$ cat config.mk
export PLATFORM = sky130hd
export DESIGN_NAME = console_txfifo
export DESIGN_NICKNAME = d
export VERILOG_FILES = /design/src/rtl/console_txfifo.sv
export SDC_FILE = /design/constraint.sdc
export NUM_CORES = 1
export LEC_CHECK = 0
export BUFFER_PORTS_ARGS = -buffer_cell sky130_fd_sc_hd__buf_2
export CAP_MARGIN = 30
export CELL_PAD_IN_SITES_DETAIL_PLACEMENT = 0
export CELL_PAD_IN_SITES_GLOBAL_PLACEMENT = 1
export CORE_MARGIN = 5
export CORE_UTILIZATION = 50
export CTS_CLUSTER_DIAMETER = 120
export DETAILED_ROUTE_END_ITERATION = 7
export PLACE_DENSITY = 0.78
export SYNTH_ARGS = -nofsm -noshare
export SYNTH_HDL_FRONTEND = slang
export SYNTH_SLANG_ARGS = --single-unit
$ cat constraint.sdc
create_clock -name clk -period 3.3 [get_ports clk]
set_input_delay 0.66 -clock clk [delete_from_list [all_inputs] [get_ports clk]]
set_output_delay 0.66 -clock clk [all_outputs]
set_load 0.1 [all_outputs]
$ cat src/rtl/console_txfifo.sv
// Byte-wide transmit FIFO feeding the simpleuart data port.
// The CPU pushes one byte per cycle; a three-state drain machine pops bytes
// and holds uart_dat_we until the UART drops uart_dat_wait.
module console_txfifo #(
  parameter int unsigned DEPTH = 16,
  parameter int unsigned AW    = 4
) (
  input  logic          clk,
  input  logic          rst,
  input  logic          wr_en,
  input  logic [7:0]    wr_data,
  input  logic          clr_overflow,
  output logic          full,
  output logic          empty,
  output logic [AW:0]   level,
  output logic          overflow,
  output logic          uart_dat_we,
  output logic [31:0]   uart_dat_di,
  input  logic          uart_dat_wait
);

  typedef enum logic [1:0] {StIdle, StSend, StGap} state_e;

  localparam logic [AW:0] PtrOne   = (AW+1)'(1);
  localparam logic [AW:0] DepthCnt = (AW+1)'(DEPTH);

  logic [7:0]  mem [DEPTH];
  logic [AW:0] wr_ptr_q;
  logic [AW:0] rd_ptr_q, rd_ptr_d;
  state_e      state_q, state_d;
  logic        we_q, we_d;
  logic [7:0]  dat_q, dat_d;
  logic        overflow_q;
  logic        push;
  logic        drop;

  // Status comes only from registered pointers; no path from wr_en.
  assign level       = wr_ptr_q - rd_ptr_q;
  assign empty       = (level == '0);
  assign full        = (level == DepthCnt);
  assign push        = wr_en && !full;
  assign drop        = wr_en && full;
  assign overflow    = overflow_q;
  assign uart_dat_we = we_q;
  assign uart_dat_di = {24'b0, dat_q};

  // Storage write; contents are deliberately left untouched by reset.
  always_ff @(posedge clk) begin
    if (push) begin
      mem[wr_ptr_q[AW-1:0]] <= wr_data;
    end
  end

  // Write pointer and sticky overflow; a drop in the same cycle beats a clear.
  always_ff @(posedge clk) begin
    if (rst) begin
      wr_ptr_q   <= '0;
      overflow_q <= 1'b0;
    end else begin
      if (push) begin
        wr_ptr_q <= wr_ptr_q + PtrOne;
      end
      if (drop) begin
        overflow_q <= 1'b1;
      end else if (clr_overflow) begin
        overflow_q <= 1'b0;
      end
    end
  end

  // Drain machine state, read pointer and UART-side output registers.
  always_ff @(posedge clk) begin
    if (rst) begin
      state_q  <= StIdle;
      rd_ptr_q <= '0;
      we_q     <= 1'b0;
      dat_q    <= 8'h00;
    end else begin
      state_q  <= state_d;
      rd_ptr_q <= rd_ptr_d;
      we_q     <= we_d;
      dat_q    <= dat_d;
    end
  end

  // Next-state: load a byte, hold it until the UART accepts, then force a low cycle.
  always_comb begin
    state_d  = state_q;
    rd_ptr_d = rd_ptr_q;
    we_d     = we_q;
    dat_d    = dat_q;
    unique case (state_q)
      StIdle: begin
        if (!empty) begin
          dat_d   = mem[rd_ptr_q[AW-1:0]];
          we_d    = 1'b1;
          state_d = StSend;
        end
      end
      StSend: begin
        if (!uart_dat_wait) begin
          rd_ptr_d = rd_ptr_q + PtrOne;
          we_d     = 1'b0;
          state_d  = StGap;
        end
      end
      StGap: begin
        state_d = StIdle;
      end
      default: begin
        we_d    = 1'b0;
        state_d = StIdle;
      end
    endcase
  end

endmodule

==> out/qor.txt, run 1 <==
H-tree levels = 4
FF-to-FF path depth = 10
clk slew on worst S/H paths = 60 ps
Reg2Reg Launch Point = wr_ptr_q[0]
skew final = 4.88 ps
setup tns final = 0 ps
cts bufs inserted = 17
run status = finished clean
Final Non-Filler Cells = 591
HPWL after detailed placement = 8020 um
Synth area leaders = edfxtp_1, mux4_2, dfxtp_1
Tightest Hold Check Type = in2reg
Detail Route Antenna Nets = 0
IO Pins = 54
routed via count = 3303
GP Congestion = 0.757
synthesized area = 0.00624 sq mm
hold buffers post-CTS = 0
max_slew headroom = 0.456
worst-skew pair later-pin latency = 410 ps
core box area = 0.0121 sq mm
most common cell after layout, fill and taps aside = edfxtp_1
Row Count = 40
utilization after layout = 0.603
Leak = 2.48 nW
CP required = 2640 ps
Die Ht = 122 um
Sink Count = 150
RSZ-0062 raised after global routing = yes
dominant synthesized flop cell = edfxtp_1
Final Net Count = 433
initial antenna violation count = 0
startpoint types = flop
minimum clock period = 3240 ps
Distinct cells, synth = 42
die area = 0.0148 sq mm
HP Start = uart_dat_wait
initial core utilization = 0.516
fin crit share = 0.981
Synth Register Bits = 150
share of post-route cells with drive strength above 1 = 0.312
Max Cap Violations = 0
Worst Hold Depth = 2
Power Dens Cells = 826 mW/mm^2
# diodes = 0
Finish-stage setup viols = 0
fmax = 309 MHz
first-pass GRT wire length = 19400 um
Post-Place Setup Slack = 157 ps
largest net degree at the start of global routing = 36
Worst EP arrival = 2580 ps
average cell area after synthesis = 17.1 sq um
Total Routing Usage GR = 0.180
Port Buffer Count = 29
Final WS setup = 62.0 ps
Post-synth ARST share = 0
most frequent cells in the layout = edfxtp_1, mux4_2, conb_1, buf_2, dfxtp_1
Root Buffer = clkbuf_16
Iteration-0 DRC Markers = 303
Max stage delay cell, worst path = fa_2
vias in the first global route = 3279
worst vdd rail ir drop = 0.000364 V
Worst Hold End = state_q[1]
Placed Cells incl. Taps = 555
FF-to-FF End = mem[7][5]
post-synth top area share = 0.616
yosys warns = 0
Post-synth EDFFs = 128
worst-margin pin slew = 814 ps
Layout area overhead = 17.0%
DRC = 0
Reg2Reg Setup Slack = 210 ps
post-synthesis cell count = 365
Die W = 122 um
fin. max-slew vios = 0
Critical Path Max Stage Delay = 500 ps
Setup CP Type = reg2out
vias per cell = 5.59
total detailed-routing wirelength = 12200 um
CP Capture Type = primary output
worst path cell trace = inv_4 -> ha_4 -> inv_2 -> fa_2 -> nand3b_1 -> a211o_1 -> a2bb2oi_2 -> buf_12
CP max FO = 4
DRT Pass-1 Iters = 5
maximum clock insertion buffer count = 2
CTS tree = done
area leader, netlist = edfxtp_1
total power = 6.03 mW
Avg WL per Cell = 20.7 um
aggregate global routing overflow = 0
post-synthesis sequential area ratio = 0.686
Hold Fails Final Rpt = 0
-- power by group --
| group | leakage (nW) | total, mW | internal, mW | switching (mW) |
|---|---|---|---|---|
| clock network | 0.297 | 1.97 | 1.26 | 0.715 |
| registers | 1.34 | 2.21 | 2.17 | 0.0409 |
| logic | 0.848 | 1.85 | 0.542 | 1.31 |
| total | 2.48 | 6.03 | 3.97 | 2.07 |
-- cell families (layout without fill, tap and decap cells) --
group	after synthesis	after routing	synth area share
AO/OA/AOI/OAI	47	47	0.0467
XOR/XNOR	7	7	0.00982
adder cells (fa/ha/maj)	10	10	0.0212
buffers and inverters	47	82	0.0489
flip-flops	150	150	0.686
multiplexers	35	35	0.122
other	1	24	0.000601
AND/OR/NAND/NOR	68	68	0.0649
-- worst max-delay path, delay by kind of cell, from the launching register on --
family                   cells  cell delay [ps]
adder cells (fa/ha/maj)      2              630
flip-flops                   1              360
AND/OR/NAND/NOR              1              180
buffers and inverters        3              330
AO/OA/AOI/OAI                2              660
-- sequential cells by signal (all words and copies together), names as in the netlist --
name	flops
uart_dat_we	1
overflow	1
rd_ptr_q	5
mem	128
wr_ptr_q	5
dat_q	8
state_q	2
-- synthesized netlist by cell type (2+ instances only) --
| cell type | number |
|---|---|
| nor2b_1 | 6 |
| mux4_2 | 32 |
| xor2_1 | 4 |
| xnor2_1 | 3 |
| nand2_1 | 7 |
| or3_1 | 2 |
| buf_4 | 25 |
| o22ai_1 | 16 |
| buf_2 | 4 |
| buf_6 | 4 |
| a21oi_1 | 15 |
| nand3b_1 | 2 |
| o21ai_0 | 11 |
| clkbuf_1 | 4 |
| nor3_1 | 2 |
| nand2b_1 | 2 |
| nand4_1 | 3 |
| edfxtp_1 | 128 |
| or2_2 | 2 |
| or4_1 | 8 |
| dfxtp_1 | 22 |
| ha_1 | 9 |
| mux2_4 | 2 |
| nor2_1 | 14 |
| and3_1 | 13 |
| inv_1 | 9 |
-- how the worst max path moves through the flow --
stage                      startpoint        end  slack, ps
final                     wr_ptr_q[0]      empty         60
after CTS                 wr_ptr_q[0]      empty         20
after global routing      wr_ptr_q[0]       full        -40
after floorplan           wr_ptr_q[0]  mem[4][0]       -390
after detailed placement  wr_ptr_q[0]  mem[3][6]        160
after global placement    wr_ptr_q[0]  mem[3][1]        270
-- metal layers --
metal | share of wire | wire length, um | global-route usage | up-vias
li1 | - | - | - | 1486
met1 | 0.45 | 5470 | 0.258 | 1686
met2 | 0.49 | 5940 | 0.272 | 120
met3 | 0.056 | 691 | 0.0422 | 11
met4 | 0.012 | 143 | 0.0637 | 0
met5 | 0 | 0 | 0 | -
-- area by class of cell --
cell class / count / area [sq um]
Clock buffer: 18 / 429
Clock inverter: 14 / 181
Fill cell: 901 / 4800
Inverter: 9 / 36.3
Multi-Input combinational cell: 191 / 1840
Sequential cell: 150 / 4290
Tap cell: 168 / 210
Timing Repair Buffer: 41 / 327
-- what timing repair did --
action,4_1_cts,5_1_grt
pin swaps,1,3
gates resized for setup,1,3
buffers inserted,1,2
endpoints found under the setup margin,1,2
-- stage by stage --
stage / hold slack (ps) / cell area, sq um
final: 457 / 7310
after global routing: 456 / 7310
after floorplan: 448 / 6420
after CTS: 435 / 7280
after global placement: 460 / 6660
after detailed placement: 466 / 6660
Note: power is estimated with default switching activity, not from simulation.
==> run 2, diff against run 1 <==
- CORE_UTILIZATION: 50 -> 40
- PLACE_DENSITY: 0.78 -> 0.65
==> out/qor.txt, run 2 (synthesized netlist as in run 1, its figures left out) <==
Placed Area = 0.00671 sq mm (was 0.00666 sq mm)
Die W = 135 um (was 122 um)
Finish-stage setup viols = 0 (unchanged)
Detail Route Antenna Nets = 0 (unchanged)
worst vdd rail ir drop = 0.000534 V (was 0.000364 V)
cts bufs inserted = 17 (unchanged)
HPWL after detailed placement = 8310 um (was 8020 um)
Worst EP arrival = 2590 ps (was 2580 ps)
Post-Place Setup Slack = 161 ps (was 157 ps)
# diodes = 0 (unchanged)
Row Count = 45 (was 40)
Total Routing Usage GR = 0.150 (was 0.180)
total power = 5.90 mW (was 6.03 mW)
fin. max-slew vios = 0 (unchanged)
routed via count = 3241 (was 3303)
fin crit share = 0.984 (was 0.981)
vias in the first global route = 3358 (was 3279)
most frequent cells in the layout = edfxtp_1, mux4_2, conb_1, buf_2, dfxtp_1 (unchanged)
Final Net Count = 434 (was 433)
Reg2Reg Setup Slack = 160 ps (was 210 ps)
Power Dens Cells = 806 mW/mm^2 (was 826 mW/mm^2)
core box area = 0.0153 sq mm (was 0.0121 sq mm)
CTS tree = done (unchanged)
max_slew headroom = 0.367 (was 0.456)
total detailed-routing wirelength = 12700 um (was 12200 um)
Root Buffer = clkbuf_16 (unchanged)
DRT Pass-1 Iters = 4 (was 5)
most common cell after layout, fill and taps aside = edfxtp_1 (unchanged)
setup tns final = 0 ps (unchanged)
Die Ht = 135 um (was 122 um)
Setup CP Type = reg2out (unchanged)
hold slack = 460 ps (was 457 ps)
startpoint types = flop (unchanged)
first-pass GRT wire length = 19800 um (was 19400 um)
CP max FO = 4 (unchanged)
CP Capture Type = primary output (unchanged)
die area = 0.0182 sq mm (was 0.0148 sq mm)
largest net degree at the start of global routing = 36 (unchanged)
Avg WL per Cell = 20.0 um (was 20.7 um)
Iteration-0 DRC Markers = 180 (was 303)
worst-skew pair later-pin latency = 410 ps (about the same)
max reg flops = 128 (unchanged)
skew final = 5.99 ps (was 4.88 ps)
FILL cells = 1306 (was 901)
Hold Fails Final Rpt = 0 (unchanged)
Tightest Hold Check Type = in2reg (unchanged)
Max Cap Violations = 0 (unchanged)
DRC = 0 (unchanged)
Sink Count = 150 (unchanged)
share of post-route cells with drive strength above 1 = 0.311 (was 0.312)
worst-margin pin slew = 948 ps (was 814 ps)
aggregate global routing overflow = 0 (unchanged)
Leak = 2.46 nW (was 2.48 nW)
CP required = 2640 ps (about the same)
IO Pins = 54 (unchanged)
run status = finished clean (unchanged)
Port Buffer Count = 29 (unchanged)
fmax = 308 MHz (was 309 MHz)
minimum clock period = 3250 ps (was 3240 ps)
H-tree levels = 4 (unchanged)
GP Congestion = 0.757 (about the same)
RSZ-0062 raised after global routing = yes (unchanged)
maximum clock insertion buffer count = 2 (unchanged)
Final WS setup = 51.9 ps (was 62.0 ps)
design area = 0.00733 sq mm (was 0.00731 sq mm)
initial core utilization = 0.409 (was 0.516)
Layout area overhead = 17.3% (was 17.0%)
vias per cell = 5.10 (was 5.59)
clk slew on worst S/H paths = 60 ps (about the same)
initial antenna violation count = 0 (unchanged)
[run 2: cell types whose count changed in the layout (fill, tap and decap cells not counted)]
cell / change
buf_2: -1
buf_4: +2
clkbuf_1: +1
clkinv_4: +1
bufinv_16: -2
clkinvlp_4: +1
clkinv_2: -1
[run 2: layout make-up]
type / instances / area (sq um) / share of cell area
multi-input combinational: 191 / 1840 / 0.251
clock buffer: 19 / 433 / 0.0591
inverter: 9 / 36.3 / 0.00495
timing repair buffer: 42 / 337 / 0.0459
tap: 211 / 264 / 0.0360
clock inverter: 13 / 133 / 0.0181
sequential: 150 / 4290 / 0.585
[run 2: path summary, 6_finish.rpt]
check	from	end	depth (start not counted)
setup reg to reg	wr_ptr_q[0]	mem[11][6]	10
hold reg to reg	dat_q[3]	dat_q[3]	2
setup / recovery	wr_ptr_q[0]	full	9
hold / removal	uart_dat_wait	state_q[1]	2
[run 2: where the power goes]
group	internal [mW]	switching, mW	total, mW
registers	2.17	0.0450	2.21
logic	0.547	1.31	1.85
clock network	1.11	0.730	1.84
total	3.82	2.08	5.90
[run 2: per-stage QoR]
step            util  std cells
6_report       0.480        635
4_1_cts        0.478        632
3_3_place_gp   0.440        598
3_5_place_dp   0.440        598
2_1_floorplan      -        388
5_1_grt        0.480        635
[run 2: layer usage]
metal / GRT usage / wire, um / share of wire / vias up
li1: - / - / - / 1494
met1: 0.202 / 5750 / 0.45 / 1653
met2: 0.236 / 6110 / 0.48 / 87
met3: 0.0443 / 773 / 0.061 / 7
met4: 0.0470 / 96 / 0.0075 / 0
met5: 0 / 0 / 0 / -
[run 2: worst max-delay path, stage by stage, from the launching register on]
cell	delay, ps
dfxtp_4	360
inv_4	50
ha_4	150
inv_2	40
fa_2	450
nand3b_1	180
a211o_1	340
a211oi_4	300
buf_6	140
buf_12	160
[run 2: what timing repair did]
action,in CTS,in global routing
gates resized for setup,2,2
hold endpoints to repair,0,0
hold buffers,0,0
setup buffers,2,3
endpoints found under the setup margin,2,18
pin swaps,2,3
==> run 3, diff against run 2 <==
- BUFFER_PORTS_ARGS: -buffer_cell sky130_fd_sc_hd__buf_2 -> -buffer_cell sky130_fd_sc_hd__buf_4
==> out/qor.txt, run 3 (synthesized netlist as in run 1, its figures left out) <==
Finish-stage setup viols = 0 (unchanged)
total power = 5.74 mW (was 5.90 mW)
IO Pins = 54 (unchanged)
DRC = 0 (unchanged)
Sequential Area = 0.00429 sq mm (about the same)
CP required = 2640 ps (about the same)
worst-margin pin slew = 851 ps (was 948 ps)
H-tree levels = 4 (unchanged)
GP Congestion = 0.733 (was 0.757)
Tightest Hold Check Type = in2reg (unchanged)
FILL cells = 1303 (was 1306)
fmax = 310 MHz (was 308 MHz)
Sink Count = 150 (unchanged)
Root Buffer = clkbuf_16 (unchanged)
core box area = 0.0153 sq mm (unchanged)
largest net degree at the start of global routing = 36 (unchanged)
design area = 0.00723 sq mm (was 0.00733 sq mm)
run status = finished clean (unchanged)
DRT Pass-1 Iters = 4 (unchanged)
FF-to-FF path depth = 9 (was 10)
vias in the first global route = 3308 (was 3358)
initial core utilization = 0.409 (unchanged)
most frequent cells in the layout = edfxtp_1, buf_4, mux4_2, conb_1, dfxtp_1 (was edfxtp_1, mux4_2, conb_1, buf_2, dfxtp_1)
cts bufs inserted = 17 (unchanged)
Hold Fails Final Rpt = 0 (unchanged)
first-pass GRT wire length = 19900 um (was 19800 um)
startpoint types = flop (unchanged)
Worst EP arrival = 2570 ps (was 2590 ps)
Iteration-0 DRC Markers = 243 (was 180)
Port Buffer Count = 29 (unchanged)
Total Routing Usage GR = 0.152 (was 0.150)
Row Count = 45 (unchanged)
fin crit share = 0.979 (was 0.984)
Detail Route Antenna Nets = 0 (unchanged)
Multi-input gate area = 0.00183 sq mm (was 0.00184 sq mm)
aggregate global routing overflow = 0 (unchanged)
Final Net Count = 427 (was 434)
clk slew on worst S/H paths = 60 ps (about the same)
minimum clock period = 3230 ps (was 3250 ps)
share of post-route cells with drive strength above 1 = 0.285 (was 0.311)
CP max FO = 5 (was 4)
Die Ht = 135 um (unchanged)
setup tns final = 0 ps (unchanged)
Die W = 135 um (unchanged)
Layout area overhead = 15.7% (was 17.3%)
Setup CP Type = reg2out (unchanged)
Worst Hold Depth = 2 (unchanged)
Placed Area = 0.00668 sq mm (was 0.00671 sq mm)
initial antenna violation count = 1 (was 0)
total detailed-routing wirelength = 13200 um (was 12700 um)
utilization after layout = 0.474 (was 0.480)
RSZ-0062 raised after global routing = yes (unchanged)
Power Dens Cells = 795 mW/mm^2 (was 806 mW/mm^2)
worst vdd rail ir drop = 0.000525 V (was 0.000534 V)
max_slew headroom = 0.431 (was 0.367)
# diodes = 0 (unchanged)
worst-skew pair later-pin latency = 410 ps (about the same)
max reg flops = 128 (unchanged)
CP Capture Type = primary output (unchanged)
fin. max-slew vios = 0 (unchanged)
Avg WL per Cell = 21.0 um (was 20.0 um)
maximum clock insertion buffer count = 2 (unchanged)
hold buffers post-CTS = 0 (unchanged)
Leak = 2.41 nW (was 2.46 nW)
routed via count = 3247 (was 3241)
CTS tree = done (unchanged)
HPWL after detailed placement = 8620 um (was 8310 um)
vias per cell = 5.17 (was 5.10)
Max Cap Violations = 0 (unchanged)
die area = 0.0182 sq mm (unchanged)
skew final = 6.08 ps (was 5.99 ps)
most common cell after layout, fill and taps aside = edfxtp_1 (unchanged)
## run 3: cell types whose count changed in the layout (fill, tap and decap cells not counted), moves of 2 or more
cell        change
clkinv_4        -2
clkbuf_8        +2
buf_12          -5
buf_2          -23
clkinvlp_4      -2
clkbuf_1        +6
bufinv_16       -2
buf_4          +21
## run 3: path summary, 6_finish.rpt
kind                            slack, ps    endpoint          start
worst max-delay path                   70        full    wr_ptr_q[0]
worst min-delay path                  440  state_q[1]  uart_dat_wait
worst max register to register        350  mem[11][1]    wr_ptr_q[0]
worst min register to register        480    dat_q[7]       dat_q[7]
## run 3: area by class of cell
| cell class | count | share of cell area |
|---|---|---|
| clock inverters | 4 | 0.00312 |
| well taps | 211 | 0.0365 |
| flip-flops and latches | 150 | 0.593 |
| clock buffers | 28 | 0.0703 |
| repair buffers | 35 | 0.0391 |
| inverters | 9 | 0.00467 |
| multi-input cells | 191 | 0.253 |
## run 3: stage by stage
step	hold WS [ps]	instances	worst slack, ps
after floorplan	448	388	-391
after global placement	465	596	400
after detailed placement	472	596	238
after CTS	424	628	7.67
after global routing	430	628	-30.3
final	438	628	70.8
## run 3: report_power, final
group          switching (mW)  internal [mW]
Combinational            1.29          0.503
Sequential             0.0478           2.17
Clock                   0.694           1.04
## run 3: repair_timing
| action | CTS | global route |
|---|---|---|
| endpoints found under the setup margin | 2 | 2 |
| gates resized for setup | 2 | 3 |
| setup buffers | 0 | 0 |
| pin swaps | 0 | 1 |
## run 3: worst max-delay path, stage by stage, from the launching register on
cell and delay (ps):
dfxtp_2 370, inv_2 80, ha_4 160, inv_2 50, fa_2 450, nor3b_1 260, nand4b_2 200, a211oi_4 370
buf_12 220
## run 3: layer usage
metal	up-vias	GRT usage	part of all wire
met5	-	0	0
met4	0	0.0386	0.0051
met3	6	0.0455	0.064
met2	89	0.245	0.49
met1	1680	0.204	0.44
li1	1472	-	-
